--- src/rtl/ldst_unit_pkg.sv ---
// Shared definitions for the load/store unit: RV funct3 codes and FSM states.
// Imported by ldst_align and ldst_unit.
// No ports.
package ldst_unit_pkg;

  // Load encodings of funct3
  localparam logic [2:0] F3_LB  = 3'd0;
  localparam logic [2:0] F3_LH  = 3'd1;
  localparam logic [2:0] F3_LW  = 3'd2;
  localparam logic [2:0] F3_LBU = 3'd4;
  localparam logic [2:0] F3_LHU = 3'd5;

  // Store encodings of funct3
  localparam logic [2:0] F3_SB  = 3'd0;
  localparam logic [2:0] F3_SH  = 3'd1;
  localparam logic [2:0] F3_SW  = 3'd2;

  typedef enum logic [1:0] {
    ST_IDLE,
    ST_BREQ,
    ST_BRSP,
    ST_RSP
  } state_t;

endpackage

--- src/rtl/ldst_unit_if.sv ---
// Bundle of the execution-unit load/store channel and the data-bus channel.
// Ports: ldst_req_* / ldst_rsp_* toward the execution unit, dbus_req_* / dbus_rsp_* toward memory.
// Modport slave is the load/store unit's view; master is the surrounding environment's view.
interface ldst_unit_if #(parameter int XLEN = 32);

  logic            ldst_req_vld;
  logic            ldst_req_rdy;
  logic            ldst_req_st;
  logic [2:0]      ldst_req_funct3;
  logic [XLEN-1:0] ldst_req_addr;
  logic [XLEN-1:0] ldst_req_wdata;

  logic            ldst_rsp_vld;
  logic            ldst_rsp_rdy;
  logic [XLEN-1:0] ldst_rsp_rdata;
  logic            ldst_rsp_err;

  logic            dbus_req_vld;
  logic            dbus_req_rdy;
  logic            dbus_req_we;
  logic [XLEN-1:0] dbus_req_addr;
  logic [XLEN-1:0] dbus_req_wdata;
  logic [3:0]      dbus_req_wstrb;

  logic            dbus_rsp_vld;
  logic            dbus_rsp_rdy;
  logic [XLEN-1:0] dbus_rsp_rdata;

  modport slave (
    input  ldst_req_vld, ldst_req_st, ldst_req_funct3, ldst_req_addr, ldst_req_wdata,
    output ldst_req_rdy,
    output ldst_rsp_vld, ldst_rsp_rdata, ldst_rsp_err,
    input  ldst_rsp_rdy,
    output dbus_req_vld, dbus_req_we, dbus_req_addr, dbus_req_wdata, dbus_req_wstrb,
    input  dbus_req_rdy,
    input  dbus_rsp_vld, dbus_rsp_rdata,
    output dbus_rsp_rdy
  );

  modport master (
    output ldst_req_vld, ldst_req_st, ldst_req_funct3, ldst_req_addr, ldst_req_wdata,
    input  ldst_req_rdy,
    input  ldst_rsp_vld, ldst_rsp_rdata, ldst_rsp_err,
    output ldst_rsp_rdy,
    input  dbus_req_vld, dbus_req_we, dbus_req_addr, dbus_req_wdata, dbus_req_wstrb,
    output dbus_req_rdy,
    output dbus_rsp_vld, dbus_rsp_rdata,
    input  dbus_rsp_rdy
  );

endinterface

--- src/rtl/ldst_unit_align.sv ---
// Purpose: combinational alignment logic - error check, store lane generation, load extract/extend.
// Latency: purely combinational (0 cycles).
// Backpressure: none; the caller decides when the results are sampled.
// Ports: i_st/i_funct3/i_off describe the access, i_wdata is right-aligned store data,
//        i_rword is the bus read word; o_err, o_wstrb, o_wdata, o_rdata are the decoded results.
module ldst_align import ldst_unit_pkg::*; #(
  parameter int XLEN = 32
) (
  input  logic            i_st,
  input  logic [2:0]      i_funct3,
  input  logic [1:0]      i_off,
  input  logic [XLEN-1:0] i_wdata,
  input  logic [XLEN-1:0] i_rword,
  output logic            o_err,
  output logic [3:0]      o_wstrb,
  output logic [XLEN-1:0] o_wdata,
  output logic [XLEN-1:0] o_rdata
);

  logic            w_illegal;
  logic            w_misalign;
  logic [XLEN-1:0] w_shifted;

  // Unsigned variants exist only for loads; 3, 6 and 7 are never legal.
  always_comb begin
    w_illegal = 1'b1;
    case (i_funct3)
      F3_LB, F3_LH, F3_LW: w_illegal = 1'b0;
      F3_LBU, F3_LHU:      w_illegal = i_st;
      default:             w_illegal = 1'b1;
    endcase
  end

  // funct3[1:0] is the access size for every legal code.
  assign w_misalign = ((i_funct3[1:0] == 2'b01) && i_off[0]) ||
                      ((i_funct3[1:0] == 2'b10) && (i_off != 2'b00));
  assign o_err = w_illegal | w_misalign;

  // Sub-word stores replicate the data across the word so that the strobe alone selects the lane.
  always_comb begin
    o_wstrb = 4'b0000;
    o_wdata = '0;
    if (i_st) begin
      case (i_funct3)
        F3_SB: begin
          o_wstrb = 4'b0001 << i_off;
          o_wdata = {(XLEN/8){i_wdata[7:0]}};
        end
        F3_SH: begin
          o_wstrb = 4'b0011 << i_off;
          o_wdata = {(XLEN/16){i_wdata[15:0]}};
        end
        F3_SW: begin
          o_wstrb = 4'b1111;
          o_wdata = i_wdata;
        end
        default: ;
      endcase
    end
  end

  assign w_shifted = i_rword >> {i_off, 3'b000};

  always_comb begin
    o_rdata = '0;
    case (i_funct3)
      F3_LB:   o_rdata = {{(XLEN-8){w_shifted[7]}}, w_shifted[7:0]};
      F3_LH:   o_rdata = {{(XLEN-16){w_shifted[15]}}, w_shifted[15:0]};
      F3_LW:   o_rdata = w_shifted;
      F3_LBU:  o_rdata = {{(XLEN-8){1'b0}}, w_shifted[7:0]};
      F3_LHU:  o_rdata = {{(XLEN-16){1'b0}}, w_shifted[15:0]};
      default: o_rdata = '0;
    endcase
    if (i_st) o_rdata = '0;
  end

endmodule

--- src/rtl/ldst_unit.sv ---
// Purpose: load/store responder - one request at a time, aligned bus access, one response each.
// Latency: accept in cycle 0, bus request cycle 1, response cycle 3 minimum; errors respond in cycle 1.
// Backpressure: holds bus and response payloads stable until ready; takes new requests only in IDLE.
// Ports: clk, rst (sync, active-high); io_bus carries ldst_req/ldst_rsp (slave side) and dbus_req/dbus_rsp.
module ldst_unit import ldst_unit_pkg::*; #(
  parameter int XLEN = 32
) (
  input  logic        clk,
  input  logic        rst,
  ldst_unit_if.slave  io_bus
);

  state_t          r_state;
  state_t          w_state_nxt;

  logic            r_st;
  logic [2:0]      r_funct3;
  logic [1:0]      r_off;
  logic            r_we;
  logic [XLEN-1:0] r_addr;
  logic [XLEN-1:0] r_wdata;
  logic [3:0]      r_wstrb;
  logic [XLEN-1:0] r_rdata;
  logic            r_err;

  logic            w_accept;
  logic            w_bus_done;
  logic            w_st;
  logic [2:0]      w_funct3;
  logic [1:0]      w_off;
  logic            w_err;
  logic [3:0]      w_wstrb;
  logic [XLEN-1:0] w_wdata;
  logic [XLEN-1:0] w_rdata;

  assign w_accept   = (r_state == ST_IDLE) && io_bus.ldst_req_vld;
  assign w_bus_done = (r_state == ST_BRSP) && io_bus.dbus_rsp_vld;

  // One aligner serves both phases: request decode in IDLE, load extract from the held request later.
  assign w_st     = (r_state == ST_IDLE) ? io_bus.ldst_req_st        : r_st;
  assign w_funct3 = (r_state == ST_IDLE) ? io_bus.ldst_req_funct3    : r_funct3;
  assign w_off    = (r_state == ST_IDLE) ? io_bus.ldst_req_addr[1:0] : r_off;

  ldst_align #(.XLEN(XLEN)) u_align (
    .i_st     (w_st),
    .i_funct3 (w_funct3),
    .i_off    (w_off),
    .i_wdata  (io_bus.ldst_req_wdata),
    .i_rword  (io_bus.dbus_rsp_rdata),
    .o_err    (w_err),
    .o_wstrb  (w_wstrb),
    .o_wdata  (w_wdata),
    .o_rdata  (w_rdata)
  );

  always_ff @(posedge clk) begin
    if (rst) r_state <= ST_IDLE;
    else     r_state <= w_state_nxt;
  end

  always_comb begin
    w_state_nxt = r_state;
    case (r_state)
      ST_IDLE: if (w_accept) w_state_nxt = w_err ? ST_RSP : ST_BREQ;
      ST_BREQ: if (io_bus.dbus_req_rdy) w_state_nxt = ST_BRSP;
      ST_BRSP: if (io_bus.dbus_rsp_vld) w_state_nxt = ST_RSP;
      ST_RSP:  if (io_bus.ldst_rsp_rdy) w_state_nxt = ST_IDLE;
      default: w_state_nxt = ST_IDLE;
    endcase
  end

  // Bus payload is fully decoded at accept time so dbus outputs come straight from flops.
  always_ff @(posedge clk) begin
    if (rst) begin
      r_st     <= 1'b0;
      r_funct3 <= 3'd0;
      r_off    <= 2'd0;
      r_we     <= 1'b0;
      r_addr   <= '0;
      r_wdata  <= '0;
      r_wstrb  <= 4'b0000;
      r_rdata  <= '0;
      r_err    <= 1'b0;
    end else begin
      if (w_accept) begin
        r_st     <= io_bus.ldst_req_st;
        r_funct3 <= io_bus.ldst_req_funct3;
        r_off    <= io_bus.ldst_req_addr[1:0];
        r_addr   <= {io_bus.ldst_req_addr[XLEN-1:2], 2'b00};
        r_we     <= io_bus.ldst_req_st & ~w_err;
        r_wstrb  <= w_err ? 4'b0000 : w_wstrb;
        r_wdata  <= w_wdata;
        r_err    <= w_err;
        r_rdata  <= '0;
      end
      if (w_bus_done) r_rdata <= w_rdata;
    end
  end

  assign io_bus.ldst_req_rdy   = (r_state == ST_IDLE);
  assign io_bus.dbus_req_vld   = (r_state == ST_BREQ);
  assign io_bus.dbus_rsp_rdy   = (r_state == ST_BRSP);
  assign io_bus.ldst_rsp_vld   = (r_state == ST_RSP);
  assign io_bus.dbus_req_we    = r_we;
  assign io_bus.dbus_req_addr  = r_addr;
  assign io_bus.dbus_req_wdata = r_wdata;
  assign io_bus.dbus_req_wstrb = r_wstrb;
  assign io_bus.ldst_rsp_rdata = r_rdata;
  assign io_bus.ldst_rsp_err   = r_err;

endmodule

--- src/flat_wrapper.sv ---
// flat-port wrapper written by rule: the top's interface ports become plain ports
module ldst_unit_flat import ldst_unit_pkg::*;
#(
  parameter int XLEN = 32
)
  (clk, rst, io_bus_ldst_req_vld, io_bus_ldst_req_st, io_bus_ldst_req_funct3, io_bus_ldst_req_addr, io_bus_ldst_req_wdata, io_bus_ldst_req_rdy, io_bus_ldst_rsp_vld, io_bus_ldst_rsp_rdata, io_bus_ldst_rsp_err, io_bus_ldst_rsp_rdy, io_bus_dbus_req_vld, io_bus_dbus_req_we, io_bus_dbus_req_addr, io_bus_dbus_req_wdata, io_bus_dbus_req_wstrb, io_bus_dbus_req_rdy, io_bus_dbus_rsp_vld, io_bus_dbus_rsp_rdata, io_bus_dbus_rsp_rdy);
  ldst_unit_if #(.XLEN(XLEN)) io_bus_i ();
  input  logic clk;
  input  logic rst;
  input wire logic [$bits(io_bus_i.ldst_req_vld)-1:0] io_bus_ldst_req_vld;
  input wire logic [$bits(io_bus_i.ldst_req_st)-1:0] io_bus_ldst_req_st;
  input wire logic [$bits(io_bus_i.ldst_req_funct3)-1:0] io_bus_ldst_req_funct3;
  input wire logic [$bits(io_bus_i.ldst_req_addr)-1:0] io_bus_ldst_req_addr;
  input wire logic [$bits(io_bus_i.ldst_req_wdata)-1:0] io_bus_ldst_req_wdata;
  output wire logic [$bits(io_bus_i.ldst_req_rdy)-1:0] io_bus_ldst_req_rdy;
  output wire logic [$bits(io_bus_i.ldst_rsp_vld)-1:0] io_bus_ldst_rsp_vld;
  output wire logic [$bits(io_bus_i.ldst_rsp_rdata)-1:0] io_bus_ldst_rsp_rdata;
  output wire logic [$bits(io_bus_i.ldst_rsp_err)-1:0] io_bus_ldst_rsp_err;
  input wire logic [$bits(io_bus_i.ldst_rsp_rdy)-1:0] io_bus_ldst_rsp_rdy;
  output wire logic [$bits(io_bus_i.dbus_req_vld)-1:0] io_bus_dbus_req_vld;
  output wire logic [$bits(io_bus_i.dbus_req_we)-1:0] io_bus_dbus_req_we;
  output wire logic [$bits(io_bus_i.dbus_req_addr)-1:0] io_bus_dbus_req_addr;
  output wire logic [$bits(io_bus_i.dbus_req_wdata)-1:0] io_bus_dbus_req_wdata;
  output wire logic [$bits(io_bus_i.dbus_req_wstrb)-1:0] io_bus_dbus_req_wstrb;
  input wire logic [$bits(io_bus_i.dbus_req_rdy)-1:0] io_bus_dbus_req_rdy;
  input wire logic [$bits(io_bus_i.dbus_rsp_vld)-1:0] io_bus_dbus_rsp_vld;
  input wire logic [$bits(io_bus_i.dbus_rsp_rdata)-1:0] io_bus_dbus_rsp_rdata;
  output wire logic [$bits(io_bus_i.dbus_rsp_rdy)-1:0] io_bus_dbus_rsp_rdy;
  assign io_bus_i.ldst_req_vld = io_bus_ldst_req_vld;
  assign io_bus_i.ldst_req_st = io_bus_ldst_req_st;
  assign io_bus_i.ldst_req_funct3 = io_bus_ldst_req_funct3;
  assign io_bus_i.ldst_req_addr = io_bus_ldst_req_addr;
  assign io_bus_i.ldst_req_wdata = io_bus_ldst_req_wdata;
  assign io_bus_ldst_req_rdy = io_bus_i.ldst_req_rdy;
  assign io_bus_ldst_rsp_vld = io_bus_i.ldst_rsp_vld;
  assign io_bus_ldst_rsp_rdata = io_bus_i.ldst_rsp_rdata;
  assign io_bus_ldst_rsp_err = io_bus_i.ldst_rsp_err;
  assign io_bus_i.ldst_rsp_rdy = io_bus_ldst_rsp_rdy;
  assign io_bus_dbus_req_vld = io_bus_i.dbus_req_vld;
  assign io_bus_dbus_req_we = io_bus_i.dbus_req_we;
  assign io_bus_dbus_req_addr = io_bus_i.dbus_req_addr;
  assign io_bus_dbus_req_wdata = io_bus_i.dbus_req_wdata;
  assign io_bus_dbus_req_wstrb = io_bus_i.dbus_req_wstrb;
  assign io_bus_i.dbus_req_rdy = io_bus_dbus_req_rdy;
  assign io_bus_i.dbus_rsp_vld = io_bus_dbus_rsp_vld;
  assign io_bus_i.dbus_rsp_rdata = io_bus_dbus_rsp_rdata;
  assign io_bus_dbus_rsp_rdy = io_bus_i.dbus_rsp_rdy;
  ldst_unit #(.XLEN(XLEN)) u_core (.clk(clk), .rst(rst), .io_bus(io_bus_i));
endmodule
--- config.mk ---
export PLATFORM = sky130hd
export DESIGN_NAME = ldst_unit_flat
export DESIGN_NICKNAME = d
export VERILOG_FILES = /design/src/rtl/ldst_unit_pkg.sv /design/src/rtl/ldst_unit_if.sv /design/src/rtl/ldst_unit_align.sv /design/src/rtl/ldst_unit.sv /design/src/flat_wrapper.sv
export SDC_FILE = /design/constraint.sdc
export NUM_CORES = 1
export LEC_CHECK = 0
export CORE_MARGIN = 8
export CORE_UTILIZATION = 31
export CTS_BUF_LIST = sky130_fd_sc_hd__clkbuf_4
export DETAILED_ROUTE_END_ITERATION = 12
export MAX_ROUTING_LAYER = met4
export SLEW_MARGIN = 20
export SYNTH_ARGS = -nofsm -noshare
export SYNTH_HDL_FRONTEND = slang
export SYNTH_SLANG_ARGS = --single-unit
--- constraint.sdc ---
create_clock -name clk -period 2.95 [get_ports clk]
set_input_delay 0.4425 -clock clk [delete_from_list [all_inputs] [get_ports clk]]
set_output_delay 0.4425 -clock clk [all_outputs]
set_load 0.02 [all_outputs]
# ---- Yosys cells after proc, flatten, opt, wreduce, memory -nomap -nowiden
# Index checks and enable logic that the tools add are counted.
dict set report classes {
  n_addsub 0
  multipliers 0
  div_mod_pow 0
  n_lt_le_gt_ge 0
  n_eq_ne 13
  shift 3
  muxes 19
  bitwise_logic 3
  reduce_logical 12
}
# cell count
set op_table {}
lappend op_table {{32-bit case mux with 5 select lines} 1}
lappend op_table {{32-bit two-way mux} 4}
lappend op_table {{32-bit case mux with 3 select lines} 1}
lappend op_table {{32-bit by 5-bit right shift with 32-bit output} 1}
lappend op_table {{2-bit two-way mux} 6}
lappend op_table {{4-bit case mux with 3 select lines} 1}
lappend op_table {{4-bit two-way mux} 2}
lappend op_table {{2-bit case mux with 4 select lines} 1}
lappend op_table {{2-bit equality test, second input constant} 3}
lappend op_table {{3-bit equality test, second input constant} 2}
lappend op_table {{2-bit by 1-bit inequality test with 1-bit output, second input constant} 3}
lappend op_table {{2-bit by 1-bit equality test with 1-bit output, second input constant} 2}
lappend op_table {{1-bit logical AND} 4}
lappend op_table {{4-bit AND reduction} 1}
lappend op_table {{2-bit nonzero test} 2}
lappend op_table {{1-bit by 2-bit left shift with 4-bit output, first input constant} 1}
lappend op_table {{2-bit by 2-bit left shift with 4-bit output, first input constant} 1}
lappend op_table {{3-bit by 1-bit equality test with 1-bit output, second input constant} 1}
lappend op_table {{3-bit by 2-bit equality test with 1-bit output, second input constant} 1}
lappend op_table {{3-bit logical NOT} 1}
lappend op_table {{3-bit two-way mux} 1}
lappend op_table {{3-bit OR reduction} 1}
lappend op_table {{2-bit logical NOT} 1}
lappend op_table {{2-bit inequality test, second input constant} 1}
lappend op_table {{other kinds (7)} 7}
dict set report word_totals {
  register_bits 108
  latchBits 0
  mem_bits_rw 0
  romBits 0
  in_bits 106
  n_memories 0
}

# ---- Depth between registers and ports, before layout
# Gate-level depths: netlist of run 1.
dict set report depth {
  depth_word 9
  mapped_depth 10
}

# ---- By module
# A second synthesis of run 1 with hierarchy kept.
dict set report hier_totals {
  cells_unflattened 689
  area_unflattened_um2 5363.9
}
# mod instances cells_each area_per_inst_um2 seq_area_each_um2
set by_module_without_submodules {}
lappend by_module_without_submodules {ldst_unit 1 461 3906.2 2162.1}
lappend by_module_without_submodules {ldst_align 1 228 1457.6 0.0}

# ---- Least setup slack after synthesis of run 1
# No wires, ideal clock.
dict set report synth_timing {
  path_kind {register -> register}
  startpoint {register u_core.r_state[0]}
  endpoint {register u_core.r_rdata[1], in the netlist u_core.io_bus.ldst_rsp_rdata[1]}
  setup_time_ns 0.128
  t_arrival_ns 2.065
  required_time_ns 2.822
  setup_slack_ns 0.758
  path_stages_with_launch 8
  cell_sequence {dfxtp_1 > inv_1 > ha_1 > buf_6 > mux2i_4 > mux4_1 > a22oi_1 > nor2_1}
}
dict set report synth_via {
  elab_chain_cells 6
  word_cells_on_any_way 17
  classes_between {eq/ne: 5; shift: 1; mux: 6; reduce/logical: 5}
}
# item line
set synth_lines {}
lappend synth_lines {{start: declaration} ldst_unit.sv:13} ;# state_t r_state;
lappend synth_lines {{start signal: assignment} ldst_unit.sv:58} ;# else r_state <= w_state_nxt;
lappend synth_lines {{2-bit logical NOT (*)} -}
lappend synth_lines {{via io_bus_ldst_req_rdy} flat_wrapper.sv:15} ;# output wire logic [$bits(io_bus_i.ldst_req_rdy)-1:0] io_bus_ldst_req_rdy;
lappend synth_lines {{2-bit two-way mux / 3-bit two-way mux (equally long branches)} {ldst_unit.sv:42, ldst_unit.sv:41}}
lappend synth_lines {{32-bit by 5-bit right shift with 32-bit output, or another cell as far along} ldst_unit_align.sv:62} ;# assign w_shifted = i_rword >> {i_off, 3'b000};
lappend synth_lines {{32-bit case mux with 5 select lines} ldst_unit_align.sv:66} ;# case (i_funct3)
lappend synth_lines {{32-bit two-way mux} ldst_unit_align.sv:74} ;# if (i_st) o_rdata = '0;
lappend synth_lines {{32-bit two-way mux} ldst_unit.sv:96} ;# if (w_bus_done) r_rdata <= w_rdata;
lappend synth_lines {{end signal: assignment} ldst_unit.sv:96}
lappend synth_lines {{end: declaration} ldst_unit.sv:23} ;# logic [XLEN-1:0] r_rdata;
# Mark *: on every way through the listed nets, which the timed path passes. The rest lies on a longest branch.
# A chain may end at the register's enable or synchronous reset.

# ---- Final worst setup path of run 1
dict set report layout_timing {
  startpoint {register u_core.r_state[1]}
  endpoint {output io_bus_ldst_req_rdy}
}
dict set report layout_via {
  elab_chain_cells 1
}
# item line
set layout_lines {}
lappend layout_lines {{2-bit logical NOT} ldst_unit.sv:100} ;# assign io_bus.ldst_req_rdy = (r_state == ST_IDLE);
lappend layout_lines {{end: declaration} flat_wrapper.sv:15}
# No other way between the ends.

==> flow_metrics.py, run 1 <==
metrics = {
    "detailed_routing": {
        "vias_per_cell": 5.19,
        "drc": 0,
        "vias": 5423,
        "drtAntennaViolNets": 0,
        "drt-initial-drc-count": 347,
        "first_pass_iters": 5,
        "finalWirelength_mm": 19.6,
        "avgRoutedWirePerCell_um": 18.8,
    },
    "synthesis": {
        "dominantRegCellSynth": "dfxtp_1",
        "synth_area_per_cell_sq_um": 8.68,
        "synth_cell_type_count": 58,
        "synth_top_area_share_pct": 40.0,
        "ys_warn_count": 0,
        "synth_top_family_by_area": "compound AO/OA/AOI/OAI gates",
        "synthXorXnorAreaFrac_pct": 0.463,
        "yosys-top-cells-area": "dfxtp_1 (40%), a22oi_1 (9.9%), nand2_1 (7.7%)",
        "yosys.area.top_type": "dfxtp_1",
        "synth_edf_count": 0,
        "ys_seq_area_share_pct": 40.0,
        "synthAdderAreaFrac_pct": 0.926,
        "synth-compound-area-share_pct": 28.8,
        "synth-simple-area-share_pct": 17.6,
        "synthArstFlopShare_pct": 0,
        "ys_ff_latch": 108,
        "synthCells": 623,
        "syn_area_sq_um": 5410,
        "post_synth_mux_area_share_pct": 7.10,
    },
    "grt": {
        "grt_pass1_wl_mm": 30.7,
        "grt_max_degree": 60,
        "grt.busiest_layer": "met2",
        "use_met1_pct": 22.2,
        "grt-ovfl-total": 0,
        "antenna_found_initial": 2,
        "met2_usage_pct": 28.4,
        "grtUsageTotal_pct": 18.0,
        "grtUsageMet3_pct": 4.25,
        "grt_pass1_vias": 5438,
    },
    "sta": {
        "rsz0062_at_grt": "no",
        "clock_skew_ns": 0.0178,
        "worst_slack_ns": 0.378,
        "holdWs_ns": 0.438,
        "worstMarginPinSlew_ns": 0.853,
        "finalCritPeriodShare_pct": 87.2,
        "clock.fmax_mhz": 389,
        "setup_tns_ns": 0,
        "max_slew_margin_pct": 42.8,
        "period_needed_ns": 2.57,
        "maxSlewViolCount": 0,
        "setup_viol": 0,
        "hold_viol": 0,
    },
    "place": {
        "numPortBuffers": 209,
        "place_area_sq_um": 7720,
        "hpwl_mm": 14.8,
        "place_ws_ns": 0.285,
        "place.gp.congestion": 0.862,
    },
    "final_layout": {
        "regArea_sq_um": 2160,
        "multi_input_area_sq_um": 2980,
        "layout.nets": 922,
        "finalInstanceArea_sq_um": 7850,
        "layout_common_cells": "clkdlybuf4s50_1 (208), nand2_1 (110), dfxtp_1 (108), a22oi_1 (71), a21oi_1 (65)",
        "drive_above_1_share_pct": 8.57,
        "syn2layout_area_growth_pct": 45.3,
        "nFillCells": 1694,
        "layout_commonest_cell": "clkdlybuf4s50_1",
    },
    "cts": {
        "postCtsSetupRepairBufs": 0,
        "clockBufferDepth": 2,
        "clk_pin_slew_ns": 0.18,
        "hold_buffers": 0,
        "numCtsBuffers": 9,
        "insertion_delay_ns": 0.48,
        "htreeDepth": 3,
        "cts-resized-gates": 0,
        "clock_sinks": 108,
        "cts-root-buf": "clkbuf_4",
        "cts_tree": "built",
    },
    "setup_path": {
        "startpoint_type": "flop",
        "worst-setup-path-type": "flop to output pin",
        "cp-end-kind": "output pin",
        "path_max_fanout": 5,
        "cp_num_buf_inv": 3,
        "path_cells": "inv_1 -> ha_1 -> buf_4 -> clkdlybuf4s50_1",
        "crit_family": "buffers and inverters",
        "crit_path_top_delay_cell": "clkdlybuf4s50_1",
        "cp.required_ns": 2.51,
        "critPathMaxStageDelay_ns": 0.63,
        "arrival_ns": 2.13,
    },
    "floorplanning": {
        "core_sq_um": 17200,
        "die_area_sq_um": 21900,
        "die_y_um": 148,
        "die_w_um": 148,
        "num_rows": 48,
        "initial_core_util_pct": 31.5,
        "io_pins": 212,
    },
    "power": {
        "intPower_w": 0.00304,
        "p_comb_share_pct": 54.4,
        "report.power.total_w": 0.00540,
        "switchingPower_w": 0.00236,
        "p_clk_share_pct": 13.4,
        "swShare_pct": 43.7,
        "seq_power_share_pct": 32.2,
        "leakage_nw": 2.76,
        "powerDensity_nw_per_um2": 687,
        "ir_drop_mv": 0.319,
    },
    "worst_hold_path": {
        "worstHoldPathType": "input port to flop",
    },
    "status": {
        "status": "finished, final reports clean",
    },
    "flow_run": {
        "cap_violations": 0,
    },
}
cell families (layout without fill, tap and decap cells):
kind of cell,after synthesis,in the layout
AND/OR/NAND/NOR,217,217
AO/OA/AOI/OAI,210,210
flip-flops,108,108
buffers and inverters,58,251
multiplexers,23,23
adder cells (fa/ha/maj),4,4
XOR/XNOR,2,2
other,1,4
cells in the mapped netlist, types with 6 or more instances:
| library cell | instances |
|---|---|
| a211oi_2 | 11 |
| mux4_1 | 6 |
| inv_1 | 7 |
| o2bb2ai_1 | 15 |
| clkbuf_1 | 27 |
| a21oi_1 | 65 |
| mux2i_1 | 11 |
| nand2_1 | 111 |
| dfxtp_1 | 108 |
| buf_2 | 14 |
| a22oi_1 | 71 |
| a22o_1 | 18 |
| nand2b_1 | 21 |
| nor2_1 | 59 |
| a211oi_1 | 8 |
power by group through the flow:
| stage | Combinational [W] | Sequential [W] | Clock, W |
|---|---|---|---|
| 2_1_floorplan | 0.00180 | 0.00191 | 0 |
| 3_3_place_gp | 0.00289 | 0.00176 | 0 |
| 3_5_place_dp | 0.00294 | 0.00177 | 0 |
| 4_1_cts | 0.00295 | 0.00174 | 0.000758 |
| 5_1_grt | 0.00319 | 0.00176 | 0.000812 |
| 6_report | 0.00294 | 0.00174 | 0.000721 |
per-layer routing:
| layer | vias up | routed length [um] | part of all wire (%) |
|---|---|---|---|
| met5 | - | 0 | 0 |
| met4 | 0 | 346 | 1.8 |
| met3 | 23 | 1410 | 7.2 |
| met2 | 198 | 9170 | 47 |
| met1 | 2574 | 8700 | 44 |
| li1 | 2628 | - | - |
registers in the layout (all words and copies together), names as in the netlist:
signal,cells
u_core.r_funct3,3
u_core.io_bus.dbus_req_wstrb,4
u_core.io_bus.ldst_rsp_err,1
u_core.r_off,2
u_core.io_bus.dbus_req_wdata,32
u_core.r_st,1
u_core.io_bus.ldst_rsp_rdata,32
u_core.io_bus.dbus_req_addr,30
u_core.io_bus.dbus_req_we,1
u_core.r_state,2
final cells by class:
type                            instances  area share, %
Timing Repair Buffer                  228           28.9
Tap cell                              225           3.58
Clock inverter                          7          0.733
Sequential cell                       108           27.5
Multi-Input combinational cell        458           38.0
Clock buffer                            9          0.860
Inverter                                7          0.335
Antenna cell                            2         0.0637
per-stage QoR:
step                util (%)  cells
floorplan                  -    624
global placement        45.0   1026
detailed placement      45.0   1026
CTS                     45.7   1042
global route            45.7   1044
finish                  45.7   1044
worst paths after layout:
| path | cells past startpoint | to | slack [ns] | from |
|---|---|---|---|---|
| setup / recovery | 4 | io_bus_ldst_req_rdy | 0.38 | u_core.r_state[1]$_SDFFE_PP0P_ |
| hold / removal | 2 | u_core.io_bus.dbus_req_wdata[3]$_SDFFE_PP0P_ | 0.44 | rst |
| setup reg to reg | 8 | u_core.io_bus.dbus_req_wdata[26]$_SDFFE_PP0P_ | 0.40 | u_core.r_state[1]$_SDFFE_PP0P_ |
| hold reg to reg | 2 | u_core.io_bus.dbus_req_addr[13]$_SDFFE_PP0P_ | 0.46 | u_core.io_bus.dbus_req_addr[13]$_SDFFE_PP0P_ |
Power figures use the tool's default switching activity.
==> inputs of run 2 (changes only) <==
TNS_END_PERCENT = 50   (was unset)
==> results of run 2 <==
The final DEF is identical to that of run 1; final timing and power are the same.
